==> config.mk <==
export PLATFORM = sky130hd
export DESIGN_NAME = mc_datapath_mul_flat
export DESIGN_NICKNAME = d
export VERILOG_FILES = /design/src/rtl/mc_datapath_mul_if.sv /design/src/rtl/mc_datapath_mul.sv /design/src/flat_wrapper.sv
export SDC_FILE = /design/constraint.sdc
export NUM_CORES = 2
export LEC_CHECK = 0
export ABC_AREA = 1
export BUFFER_PORTS_ARGS = -buffer_cell sky130_fd_sc_hd__buf_2
export CORE_MARGIN = 2
export CORE_UTILIZATION = 45
export DETAILED_ROUTE_END_ITERATION = 16
export MAX_ROUTING_LAYER = met4
export PLACE_DENSITY_LB_ADDON = 0.2
export SLEW_MARGIN = 10
export SYNTH_ARGS = -nofsm -noshare
export SYNTH_HDL_FRONTEND = slang
export SYNTH_SLANG_ARGS = --single-unit
==> constraint.sdc <==
create_clock -name clk -period 8.6 [get_ports clk]
set_input_delay 1.72 -clock clk [delete_from_list [all_inputs] [get_ports clk]]
set_output_delay 1.72 -clock clk [all_outputs]
set_load 0.01 [all_outputs]
==> src/rtl/mc_datapath_mul_if.sv <==
`default_nettype none
// ---------------------------------------------------------------------------
// mc_datapath_mul_if : controller/memory bus bundle for mc_datapath_mul
// Revision 1.0 - initial release
// ---------------------------------------------------------------------------
interface mc_datapath_mul_if #(
  parameter int WIDTH = 32
);
  logic             MemReady;
  logic [WIDTH-1:0] ReadData;
  logic [WIDTH-1:0] Adr;
  logic [WIDTH-1:0] WriteData;
  logic [31:0]      Instr;
  logic [3:0]       ALUFlags;
  logic             PCWrite, RegWrite, IRWrite, AdrSrc;
  logic [1:0]       RegSrc, ALUSrcA, ALUSrcB, ResultSrc, ImmSrc, ALUControl;
  logic             MulStart, MulBusy, MulDone;

  modport master (
    output MemReady, ReadData, PCWrite, RegWrite, IRWrite, AdrSrc,
    output RegSrc, ALUSrcA, ALUSrcB, ResultSrc, ImmSrc, ALUControl, MulStart,
    input  Adr, WriteData, Instr, ALUFlags, MulBusy, MulDone
  );

  modport slave (
    input  MemReady, ReadData, PCWrite, RegWrite, IRWrite, AdrSrc,
    input  RegSrc, ALUSrcA, ALUSrcB, ResultSrc, ImmSrc, ALUControl, MulStart,
    output Adr, WriteData, Instr, ALUFlags, MulBusy, MulDone
  );
endinterface
`default_nettype wire

==> src/rtl/mc_datapath_mul.sv <==
`default_nettype none
// ---------------------------------------------------------------------------
// mc_datapath_mul : parametrised multicycle ARM-subset datapath with an
//                   optional iterative shift-add multiplier (MC_DP_MUL_EN)
// Revision 1.0 - initial release
// ---------------------------------------------------------------------------
module mc_datapath_mul #(
  parameter int               WIDTH    = 32,
  parameter logic [WIDTH-1:0] RESET_PC = '0
) (
  input  logic             clk,
  input  logic             reset,
  mc_datapath_mul_if.slave dp
);

  logic [WIDTH-1:0] pc_q, data_q, a_q, wd_q, aluout_q, aluout_d;
  logic [31:0]      ir_q;
  logic [WIDTH-1:0] rf_q [16];

  logic [3:0]       ra1, ra2;
  logic [WIDTH-1:0] rd1, rd2, result, src_a, src_b, ext_imm, b_eff, alu_result;
  logic [WIDTH:0]   sum;
  logic [25:0]      br_imm;
  logic [WIDTH-1:0] br_ext;
  logic             c_flag, v_flag;

  assign ra1 = dp.RegSrc[0] ? 4'd15 : ir_q[19:16];
  assign ra2 = dp.RegSrc[1] ? ir_q[15:12] : ir_q[3:0];
  // R15 is never stored; reading it yields the live Result
  assign rd1 = (ra1 == 4'd15) ? result : rf_q[ra1];
  assign rd2 = (ra2 == 4'd15) ? result : rf_q[ra2];

  assign br_imm = {ir_q[23:0], 2'b00};
  generate
    if (WIDTH > 26) begin : g_br_sext
      assign br_ext = {{(WIDTH-26){br_imm[25]}}, br_imm};
    end else begin : g_br_trunc
      assign br_ext = br_imm[WIDTH-1:0];
    end
  endgenerate

  always_comb begin
    case (dp.ImmSrc)
      2'b00:   ext_imm = {{(WIDTH-8){1'b0}}, ir_q[7:0]};
      2'b01:   ext_imm = {{(WIDTH-12){1'b0}}, ir_q[11:0]};
      2'b10:   ext_imm = br_ext;
      default: ext_imm = '0;
    endcase
  end

  always_comb begin
    case (dp.ALUSrcA)
      2'b00:   src_a = a_q;
      2'b01:   src_a = pc_q;
      default: src_a = '0;
    endcase
    case (dp.ALUSrcB)
      2'b00:   src_b = wd_q;
      2'b01:   src_b = ext_imm;
      2'b10:   src_b = WIDTH'(4);
      default: src_b = '0;
    endcase
  end

  always_comb begin
    b_eff  = (dp.ALUControl == 2'b01) ? ~src_b : src_b;
    sum    = {1'b0, src_a} + {1'b0, b_eff} + {{WIDTH{1'b0}}, (dp.ALUControl == 2'b01)};
    c_flag = 1'b0;
    v_flag = 1'b0;
    case (dp.ALUControl)
      2'b10:   alu_result = src_a & src_b;
      2'b11:   alu_result = src_a | src_b;
      default: begin
        alu_result = sum[WIDTH-1:0];
        c_flag     = sum[WIDTH];
        v_flag     = (src_a[WIDTH-1] == b_eff[WIDTH-1]) && (sum[WIDTH-1] != src_a[WIDTH-1]);
      end
    endcase
  end

  always_comb begin
    case (dp.ResultSrc)
      2'b01:   result = data_q;
      2'b10:   result = alu_result;
      default: result = aluout_q;
    endcase
  end

  assign dp.ALUFlags  = {alu_result[WIDTH-1], (alu_result == '0), c_flag, v_flag};
  assign dp.Adr       = dp.AdrSrc ? aluout_q : pc_q;
  assign dp.WriteData = wd_q;
  assign dp.Instr     = ir_q;

`ifdef MC_DP_MUL_EN
  localparam int CW = $clog2(WIDTH + 1);

  typedef enum logic [1:0] {
    MUL_IDLE = 2'd0,
    MUL_RUN  = 2'd1,
    MUL_DONE = 2'd2
  } mul_state_t;

  mul_state_t       state_q;
  logic [WIDTH-1:0] mcand_q, mplier_q, acc_q;
  logic [CW-1:0]    cnt_q;
  logic             busy_q, done_q;

  always_ff @(posedge clk) begin
    if (reset) begin
      state_q  <= MUL_IDLE;
      mcand_q  <= '0;
      mplier_q <= '0;
      acc_q    <= '0;
      cnt_q    <= '0;
      busy_q   <= 1'b0;
      done_q   <= 1'b0;
    end else begin
      case (state_q)
        MUL_IDLE: if (dp.MulStart) begin
          state_q  <= MUL_RUN;
          mcand_q  <= a_q;
          mplier_q <= wd_q;
          acc_q    <= '0;
          cnt_q    <= CW'(WIDTH);
          busy_q   <= 1'b1;
        end
        MUL_RUN: begin
          if (mplier_q[0]) acc_q <= acc_q + mcand_q;
          mcand_q  <= mcand_q << 1;
          mplier_q <= mplier_q >> 1;
          cnt_q    <= cnt_q - CW'(1);
          // the step that takes the count to zero is the last accumulation
          if (cnt_q == CW'(1)) begin
            state_q <= MUL_DONE;
            done_q  <= 1'b1;
          end
        end
        default: begin
          state_q <= MUL_IDLE;
          busy_q  <= 1'b0;
          done_q  <= 1'b0;
        end
      endcase
    end
  end

  assign dp.MulBusy = busy_q;
  assign dp.MulDone = done_q;
  assign aluout_d   = done_q ? acc_q : alu_result;
`else
  logic unused_mulstart;
  assign unused_mulstart = dp.MulStart;
  assign dp.MulBusy      = 1'b0;
  assign dp.MulDone      = 1'b0;
  assign aluout_d        = alu_result;
`endif

  always_ff @(posedge clk) begin
    if (reset) begin
      pc_q     <= RESET_PC;
      ir_q     <= '0;
      data_q   <= '0;
      a_q      <= '0;
      wd_q     <= '0;
      aluout_q <= '0;
      for (int i = 0; i < 16; i++) rf_q[i] <= '0;
    end else begin
      if (dp.PCWrite) pc_q <= result;
      if (dp.IRWrite && dp.MemReady) ir_q <= 32'(dp.ReadData);
      if (dp.MemReady) data_q <= dp.ReadData;
      a_q      <= rd1;
      wd_q     <= rd2;
      aluout_q <= aluout_d;
      if (dp.RegWrite && (ir_q[15:12] != 4'd15)) rf_q[ir_q[15:12]] <= result;
    end
  end

endmodule
`default_nettype wire

==> src/flat_wrapper.sv <==
// flat-port wrapper written by rule: the top's interface ports become plain ports
module mc_datapath_mul_flat 
#(
  parameter int               WIDTH    = 32,
  parameter logic [WIDTH-1:0] RESET_PC = '0
)
  (clk, reset, dp_MemReady, dp_ReadData, dp_PCWrite, dp_RegWrite, dp_IRWrite, dp_AdrSrc, dp_RegSrc, dp_ALUSrcA, dp_ALUSrcB, dp_ResultSrc, dp_ImmSrc, dp_ALUControl, dp_MulStart, dp_Adr, dp_WriteData, dp_Instr, dp_ALUFlags, dp_MulBusy, dp_MulDone);
  mc_datapath_mul_if #(.WIDTH(WIDTH)) dp_i ();
  input  logic clk;
  input  logic reset;
  input wire logic [$bits(dp_i.MemReady)-1:0] dp_MemReady;
  input wire logic [$bits(dp_i.ReadData)-1:0] dp_ReadData;
  input wire logic [$bits(dp_i.PCWrite)-1:0] dp_PCWrite;
  input wire logic [$bits(dp_i.RegWrite)-1:0] dp_RegWrite;
  input wire logic [$bits(dp_i.IRWrite)-1:0] dp_IRWrite;
  input wire logic [$bits(dp_i.AdrSrc)-1:0] dp_AdrSrc;
  input wire logic [$bits(dp_i.RegSrc)-1:0] dp_RegSrc;
  input wire logic [$bits(dp_i.ALUSrcA)-1:0] dp_ALUSrcA;
  input wire logic [$bits(dp_i.ALUSrcB)-1:0] dp_ALUSrcB;
  input wire logic [$bits(dp_i.ResultSrc)-1:0] dp_ResultSrc;
  input wire logic [$bits(dp_i.ImmSrc)-1:0] dp_ImmSrc;
  input wire logic [$bits(dp_i.ALUControl)-1:0] dp_ALUControl;
  input wire logic [$bits(dp_i.MulStart)-1:0] dp_MulStart;
  output wire logic [$bits(dp_i.Adr)-1:0] dp_Adr;
  output wire logic [$bits(dp_i.WriteData)-1:0] dp_WriteData;
  output wire logic [$bits(dp_i.Instr)-1:0] dp_Instr;
  output wire logic [$bits(dp_i.ALUFlags)-1:0] dp_ALUFlags;
  output wire logic [$bits(dp_i.MulBusy)-1:0] dp_MulBusy;
  output wire logic [$bits(dp_i.MulDone)-1:0] dp_MulDone;
  assign dp_i.MemReady = dp_MemReady;
  assign dp_i.ReadData = dp_ReadData;
  assign dp_i.PCWrite = dp_PCWrite;
  assign dp_i.RegWrite = dp_RegWrite;
  assign dp_i.IRWrite = dp_IRWrite;
  assign dp_i.AdrSrc = dp_AdrSrc;
  assign dp_i.RegSrc = dp_RegSrc;
  assign dp_i.ALUSrcA = dp_ALUSrcA;
  assign dp_i.ALUSrcB = dp_ALUSrcB;
  assign dp_i.ResultSrc = dp_ResultSrc;
  assign dp_i.ImmSrc = dp_ImmSrc;
  assign dp_i.ALUControl = dp_ALUControl;
  assign dp_i.MulStart = dp_MulStart;
  assign dp_Adr = dp_i.Adr;
  assign dp_WriteData = dp_i.WriteData;
  assign dp_Instr = dp_i.Instr;
  assign dp_ALUFlags = dp_i.ALUFlags;
  assign dp_MulBusy = dp_i.MulBusy;
  assign dp_MulDone = dp_i.MulDone;
  mc_datapath_mul #(.WIDTH(WIDTH), .RESET_PC(RESET_PC)) u_core (.clk(clk), .reset(reset), .dp(dp_i));
endmodule
# == Yosys cells after proc, flatten, opt, wreduce, memory -nomap -nowiden ==
# Memory sizes are Yosys's and may differ from the RTL's.
# Cells that the tools add are included.
# totals
ff_bits,192
mem_bits_rw,512
out_inout_bits,102
memories,1
# classes
add_sub_neg,2
n_eq_ne,15
n_mux,21
bitwise,3
n_reduce_logical,9
# memory_table
name,depth,width,read_ports,rd_clocked_by_memory_dff,write_ports,line_no,text
u_core.rf_q,16,32,2,0,16,mc_datapath_mul.sv:18,logic [WIDTH-1:0] rf_q [16];
# ops
operator,n
32-bit one-hot mux with 2 select lines,3
32-bit one-hot mux with 3 select lines,2
32-bit 2-to-1 mux,5
32-bit by 32-bit adder with 33-bit output,1
33-bit by 1-bit adder with 33-bit output,1
32-bit AND,1
32-bit logical NOT,1
32-bit NOT,1
32-bit OR,1
32-bit OR reduction,1
4-bit 2-to-1 mux,3
"2-bit by 1-bit equality test with 1-bit output, second input constant",5
"2-bit equality test, second input constant",5
"4-bit equality test, second input constant",2
1-bit 2-to-1 mux,8
2-bit logical NOT,3
"4-bit != test, second input constant",1
1-bit logical AND,3
2-bit OR reduction,1
1-bit equality test,1
1-bit != test,1

# == Logic depth before layout (Yosys ltp) ==
# logic_depth
ltp_word,10
depth_mapped,28

# == Least setup slack after synthesis ==
# No wires, ideal clock.
# synth_timing
path_kind,input-to-output
startpoint,input dp_ALUControl[0]
endpoint,output dp_ALUFlags[2]
arrival_time_ps,4389
path_slack_ps,2491
path_stages,22
n_path_buf,2
path_cell_list,buf_2 -> nand2_1 -> clkinv_1 -> clkbuf_1 -> xor2_1 -> ha_1 -> nand2_1 -> nor2_1 -> inv_1 -> nor2_1 -> inv_1 -> nor3b_1 -> nand2_1 -> nand2_1 -> a21oi_1 -> o21ai_1 -> nand2_1 -> inv_1 -> nand2_1 -> nor2_1 -> nand2_1 -> nor2_1
# synth_via
elab_chain_cells,6
# synth_lines
element,line_no,text
start: declaration,flat_wrapper.sv:22,input wire logic [$bits(dp_i.ALUControl)-1:0] dp_ALUControl;
2-bit by 1-bit equality test with 1-bit output,"mc_datapath_mul.sv:66, mc_datapath_mul.sv:67",
32-bit 2-to-1 mux,mc_datapath_mul.sv:66,b_eff = (dp.ALUControl == 2'b01) ? ~src_b : src_b;
32-bit by 32-bit adder with 33-bit output,mc_datapath_mul.sv:67,"sum = {1'b0, src_a} + {1'b0, b_eff} + {{WIDTH{1'b0}}, (dp.ALUControl == 2'b01)};"
33-bit by 1-bit adder with 33-bit output,mc_datapath_mul.sv:67,
32-bit one-hot mux with 2 select lines (*),mc_datapath_mul.sv:70,case (dp.ALUControl)
32-bit logical NOT (*),mc_datapath_mul.sv:89,"assign dp.ALUFlags = {alu_result[WIDTH-1], (alu_result == '0), c_flag, v_flag};"
end: declaration,flat_wrapper.sv:27,output wire logic [$bits(dp_i.ALUFlags)-1:0] dp_ALUFlags;
# Every way passes the cells marked *; elsewhere a longest branch is shown, timed or not.

# == Worst setup path after layout ==
# layout_timing
startpoint,input dp_ALUSrcB[1]
endpoint,output dp_ALUFlags[2]
# layout_via
elab_chain_cells,8
# layout_lines
element,line_no,text
start: declaration,flat_wrapper.sv:19,input wire logic [$bits(dp_i.ALUSrcB)-1:0] dp_ALUSrcB;
"2-bit equality test, or another cell as far along",mc_datapath_mul.sv:57,case (dp.ALUSrcB)
32-bit one-hot mux with 3 select lines (*),mc_datapath_mul.sv:57,
32-bit NOT,mc_datapath_mul.sv:66,
32-bit 2-to-1 mux,mc_datapath_mul.sv:66,
32-bit by 32-bit adder with 33-bit output,mc_datapath_mul.sv:67,
33-bit by 1-bit adder with 33-bit output,mc_datapath_mul.sv:67,
32-bit one-hot mux with 2 select lines (*),mc_datapath_mul.sv:70,
32-bit logical NOT (*),mc_datapath_mul.sv:89,
# Marks and branches as above.

==> metrics.log <==
[metrics] Peak Freq: 129 MHz
[metrics] switching power: between 2 and 3 mW
[metrics] P_leak: about 16 nW
[metrics] count of vias placed by the detailed router: ~34000
[metrics] clock transition at the registers of the reported paths: ~0.060 ns
[metrics] final routed DRC violation total: 0
[metrics] maximum fanout along the worst path: 24
[metrics] met2 track utilization from global routing: around 50%
[metrics] M3 GR Usage: around 3.6%
[metrics] net count reported at finish: about 4700
[metrics] fraction of layout instances using a drive strength above 1: between 10% and 20%
[metrics] sequential group share of total power: between 40 and 50%
[metrics] origin of the critical flop-to-flop path: u_core.dp.Instr[16]
[metrics] antenna violations before repair: 1
[metrics] delay-heaviest family, CP: simple AND/OR/NAND/NOR gates
[metrics] peak ir drop on the vdd network: approximately 170 uV
[metrics] worst hold slack across all endpoints: roughly 0.48 ns
[metrics] final hold violation count: 0
[metrics] CP Data Required Time: around 7 ns
[metrics] routability congestion estimate: ~0.97
[metrics] area added between synthesis and finish: 10.0%
[metrics] power density relative to cell area: 207 mW/mm2
[metrics] post-synthesis async set-or-reset flop share: 0%
[metrics] Internal Power: approximately 6.0 mW
[metrics] outcome: finished, final reports clean
[metrics] clock skew: 0.0250 ns
[metrics] count of flip-flops with a built-in enable after synthesis: 512
[metrics] startpoint of the most critical hold path: u_core.dp.Instr[28]
[metrics] sequential-to-total area share from yosys stat: 50.7%
[metrics] WP data arrival: around 6 ns
[metrics] Synth cell types: 55
[metrics] estimated wirelength of the detail-placed design: ~85000 um
[metrics] first drt pass iteration count: 6
[metrics] final-report setup violation count: 0
[metrics] clock power share: a little under two fifths
[metrics] placeable core area: around 0.084 mm2
[metrics] clock tree from TritonCTS: yes
[metrics] normalized max-slew margin: ~18%
[metrics] Least-Margin Pin Slew: 1.22 ns
[metrics] element type at the critical path end: output port
[metrics] setup repair after global routing missed its margin: no
[metrics] DR iter-0 viols: approximately 4300
[metrics] final critical-path share of the clock period: approximately 90%
[metrics] number of I/O pins: about 150
[metrics] #FFs+latches synth: between 700 and 800
[metrics] post-CTS setup buffers: 0
[metrics] Avg Inst Size Synth: 8.13 um2
[metrics] clock net sink count: roughly 700
[metrics] worst-path cell with the longest stage delay: sky130_fd_sc_hd__buf_4
[metrics] # hold bufs at CTS: 0
[metrics] final number of max-transition violations: 0
[metrics] buffer depth of the longest clock path: 3
[metrics] design area: 0.0418 mm2
[metrics] number of cell rows: between 100 and 150
[metrics] most frequent cells in the layout: sky130_fd_sc_hd__nor2_1, sky130_fd_sc_hd__o21ai_0, sky130_fd_sc_hd__a21oi_1
[metrics] number of buffers created by CTS: 77
[metrics] critical path's largest stage delay: approximately 0.4 ns
[metrics] cells after synthesis: 4666
[metrics] sum of overflow across all layers after global routing: 0
[metrics] number of global-route vias before repair: approximately 32000
[metrics] WP buf/inv: 3
[metrics] critical path launch point: dp_ALUSrcB[1]
[metrics] minimum period implied by the final worst setup slack: approximately 8 ns
[metrics] Comb pwr share: 17.7%
[metrics] most common cell after layout, fill and taps aside: sky130_fd_sc_hd__nor2_1
[metrics] area taken by flip-flops and latches: ~0.019 mm2
[metrics] count of port buffers added during placement: 150
[metrics] cts repair resizes: 0
[metrics] total wirelength of the detailed-routed design: 139000 um
[metrics] vias per cell: 5.97
[metrics] initial core utilization: a little under half
[metrics] cell area reported after detailed placement: ~0.039 mm2
[metrics] most congested layer reported by global routing: met2
[metrics] GR met1 Demand/Resource: 42.6%
[metrics] # fillers: between 8000 and 9000
[metrics] class of the worst hold path: reg2reg
[metrics] overall track demand over capacity in global routing: between 30% and 40%
[metrics] Die Outline Area: about 0.087 mm2
[metrics] CP Class: in2out
[metrics] wire length of the first global-routing pass: between 200000 and 250000 um
[metrics] total of max-cap violations: 0
[metrics] final-layout setup total negative slack: 0 ns
[metrics] CTS root buffer: sky130_fd_sc_hd__clkbuf_16
[metrics] remaining antenna violation count after routing: 0
[metrics] dominant register cell in the synthesized netlist: sky130_fd_sc_hd__edfxtp_1
[metrics] startpoint class of the critical path: input pin
[metrics] pin count of the biggest net entering global routing: between 150 and 200
[metrics] insertion delay to the later sink of the worst-skew pair: between 0.6 and 0.7 ns
[metrics] cell-by-cell listing of the critical path: buf_2 -> nor2_2 -> buf_4 -> nand2_1 -> o21ai_1 -> xor2_1 -> ha_1 -> a21oi_1 -> nand2_1 -> a21oi_1 -> nand3_1 -> nand3_1 -> nand2_1 -> nor2_1 -> nand3_1 -> nor2_1 -> nand2_1 -> nor2_1 -> nand2_1 -> nor2_1 -> buf_2
[metrics] Die Height: between 200 and 300 um
[metrics] Ys Warns: 0
[metrics] multi-input combinational cell area: around 0.016 mm2
[metrics] average wire length per cell after detail routing: approximately 24 um
[metrics] H-Tree Level Count: 3
[metrics] die boundary width: a little under 300 um
[metrics] mapped cell area: approximately 0.038 mm2
[metrics] switch share: a little under a third
[metrics] most numerous cell on the critical path: sky130_fd_sc_hd__nand2_1
## per-layer routing
layer,up-vias,wire [um],share of wire [%]
li1,15900,-,-
met5,-,0,0
met3,324,11600,8.4
met4,0,6970,5.0
met1,16500,57100,41
met2,1752,63100,45
## flip-flops by register name (all words and copies together), names as in the netlist
signal / cells
u_core.pc_q: 32
u_core.aluout_q: 32
u_core.rf_q: 512
u_core.a_q: 32
u_core.dp.Instr: 32
u_core.dp.WriteData: 32
u_core.data_q: 32
## tightest hold or removal path, stage by stage (launching register included)
cell	delay, ns
sky130_fd_sc_hd__dfxtp_1	0.32
sky130_fd_sc_hd__nor2_1	0.04
sky130_fd_sc_hd__nor2_1	0.08
## worst paths after layout
| path | endpoint | cells past startpoint | slack (ns) |
|---|---|---|---|
| worst max-delay path | dp_ALUFlags[2] | 21 | 0.83 |
| worst min-delay path | u_core.dp.Instr[28] | 2 | 0.48 |
| worst max register to register | u_core.a_q[8] | 11 | 4.37 |
| worst min register to register | u_core.dp.Instr[28] | 2 | 0.48 |
## cells by family after synthesis
family	share of synthesized area, %
adder cells (fa/ha/maj)	1.14
buffers and inverters	8.08
AO/OA/AOI/OAI	21.9
XOR/XNOR	0.762
multiplexers	0.0594
flip-flops	50.7
other	0.00988
AND/OR/NAND/NOR	17.4
## power by group through the flow
stage / clock network (mW) / registers (mW) / logic (mW)
after floorplan: 0 / 3.98 / 0.953
after global placement: 0 / 4.00 / 1.49
after detailed placement: 0 / 4.01 / 1.49
after CTS: 3.21 / 3.94 / 1.50
after global routing: 3.34 / 3.96 / 1.65
final: 3.18 / 3.94 / 1.53
## synthesized netlist by cell type (3+ instances only)
master                     count  area (um2)
sky130_fd_sc_hd__o31ai_1      31         233
sky130_fd_sc_hd__clkinv_1      3        11.3
sky130_fd_sc_hd__nor2_2       35         219
sky130_fd_sc_hd__o22ai_1      13        81.3
sky130_fd_sc_hd__o221ai_1     75         657
sky130_fd_sc_hd__a22oi_1       6        45.0
sky130_fd_sc_hd__nor3_2        3        30.0
sky130_fd_sc_hd__buf_4         8        60.1
sky130_fd_sc_hd__xor2_1       33         289
sky130_fd_sc_hd__nand3b_1     11        82.6
sky130_fd_sc_hd__a21oi_1     515        2580
sky130_fd_sc_hd__buf_1        28         105
sky130_fd_sc_hd__nand2_2      17         106
sky130_fd_sc_hd__nand4_1      11        68.8
sky130_fd_sc_hd__dfxtp_1     192        3840
sky130_fd_sc_hd__o21ai_1      77         385
sky130_fd_sc_hd__a221oi_1      3        26.3
sky130_fd_sc_hd__clkbuf_1    259         972
sky130_fd_sc_hd__nand3_2       3        30.0
sky130_fd_sc_hd__nor2_1      843        3160
sky130_fd_sc_hd__o21ai_2      21         184
sky130_fd_sc_hd__o21ai_0     672        3360
sky130_fd_sc_hd__or2_2        10        62.6
sky130_fd_sc_hd__inv_1       382        1430
sky130_fd_sc_hd__o211ai_1     66         495
sky130_fd_sc_hd__buf_2        62         310
sky130_fd_sc_hd__nand2_1     448        1680
sky130_fd_sc_hd__inv_2        22        82.6
sky130_fd_sc_hd__nor3_1        9        45.0
sky130_fd_sc_hd__o21bai_1      3        22.5
sky130_fd_sc_hd__ha_1         33         413
sky130_fd_sc_hd__buf_6         8        90.1
sky130_fd_sc_hd__edfxtp_1    512       15400
sky130_fd_sc_hd__nand3_1     213        1070
sky130_fd_sc_hd__a31oi_1      15        93.8
## area by class of cell
cell class / count / share of cell area (%)
Antenna cell: 1 / 0.00599
Clock buffer: 104 / 5.11
Clock inverter: 34 / 0.578
Inverter: 407 / 3.70
Multi-Input combinational cell: 3223 / 38.1
Sequential cell: 704 / 46.0
Tap cell: 1080 / 3.24
Timing Repair Buffer: 223 / 3.21
## per-stage QoR
| step | std cells | power, mW | utilization [%] | worst slack (ns) |
|---|---|---|---|---|
| after floorplan | 4699 | 4.93 | - | 2.49 |
| after global placement | 5637 | 5.49 | 47.1 | 1.18 |
| after detailed placement | 5637 | 5.50 | 47.1 | 1.13 |
| after CTS | 5775 | 8.64 | 50.0 | 1.12 |
| after global routing | 5776 | 8.95 | 50.0 | 0.669 |
| final | 5776 | 8.65 | 50.0 | 0.825 |
Note: power is estimated with default switching activity, not from simulation.
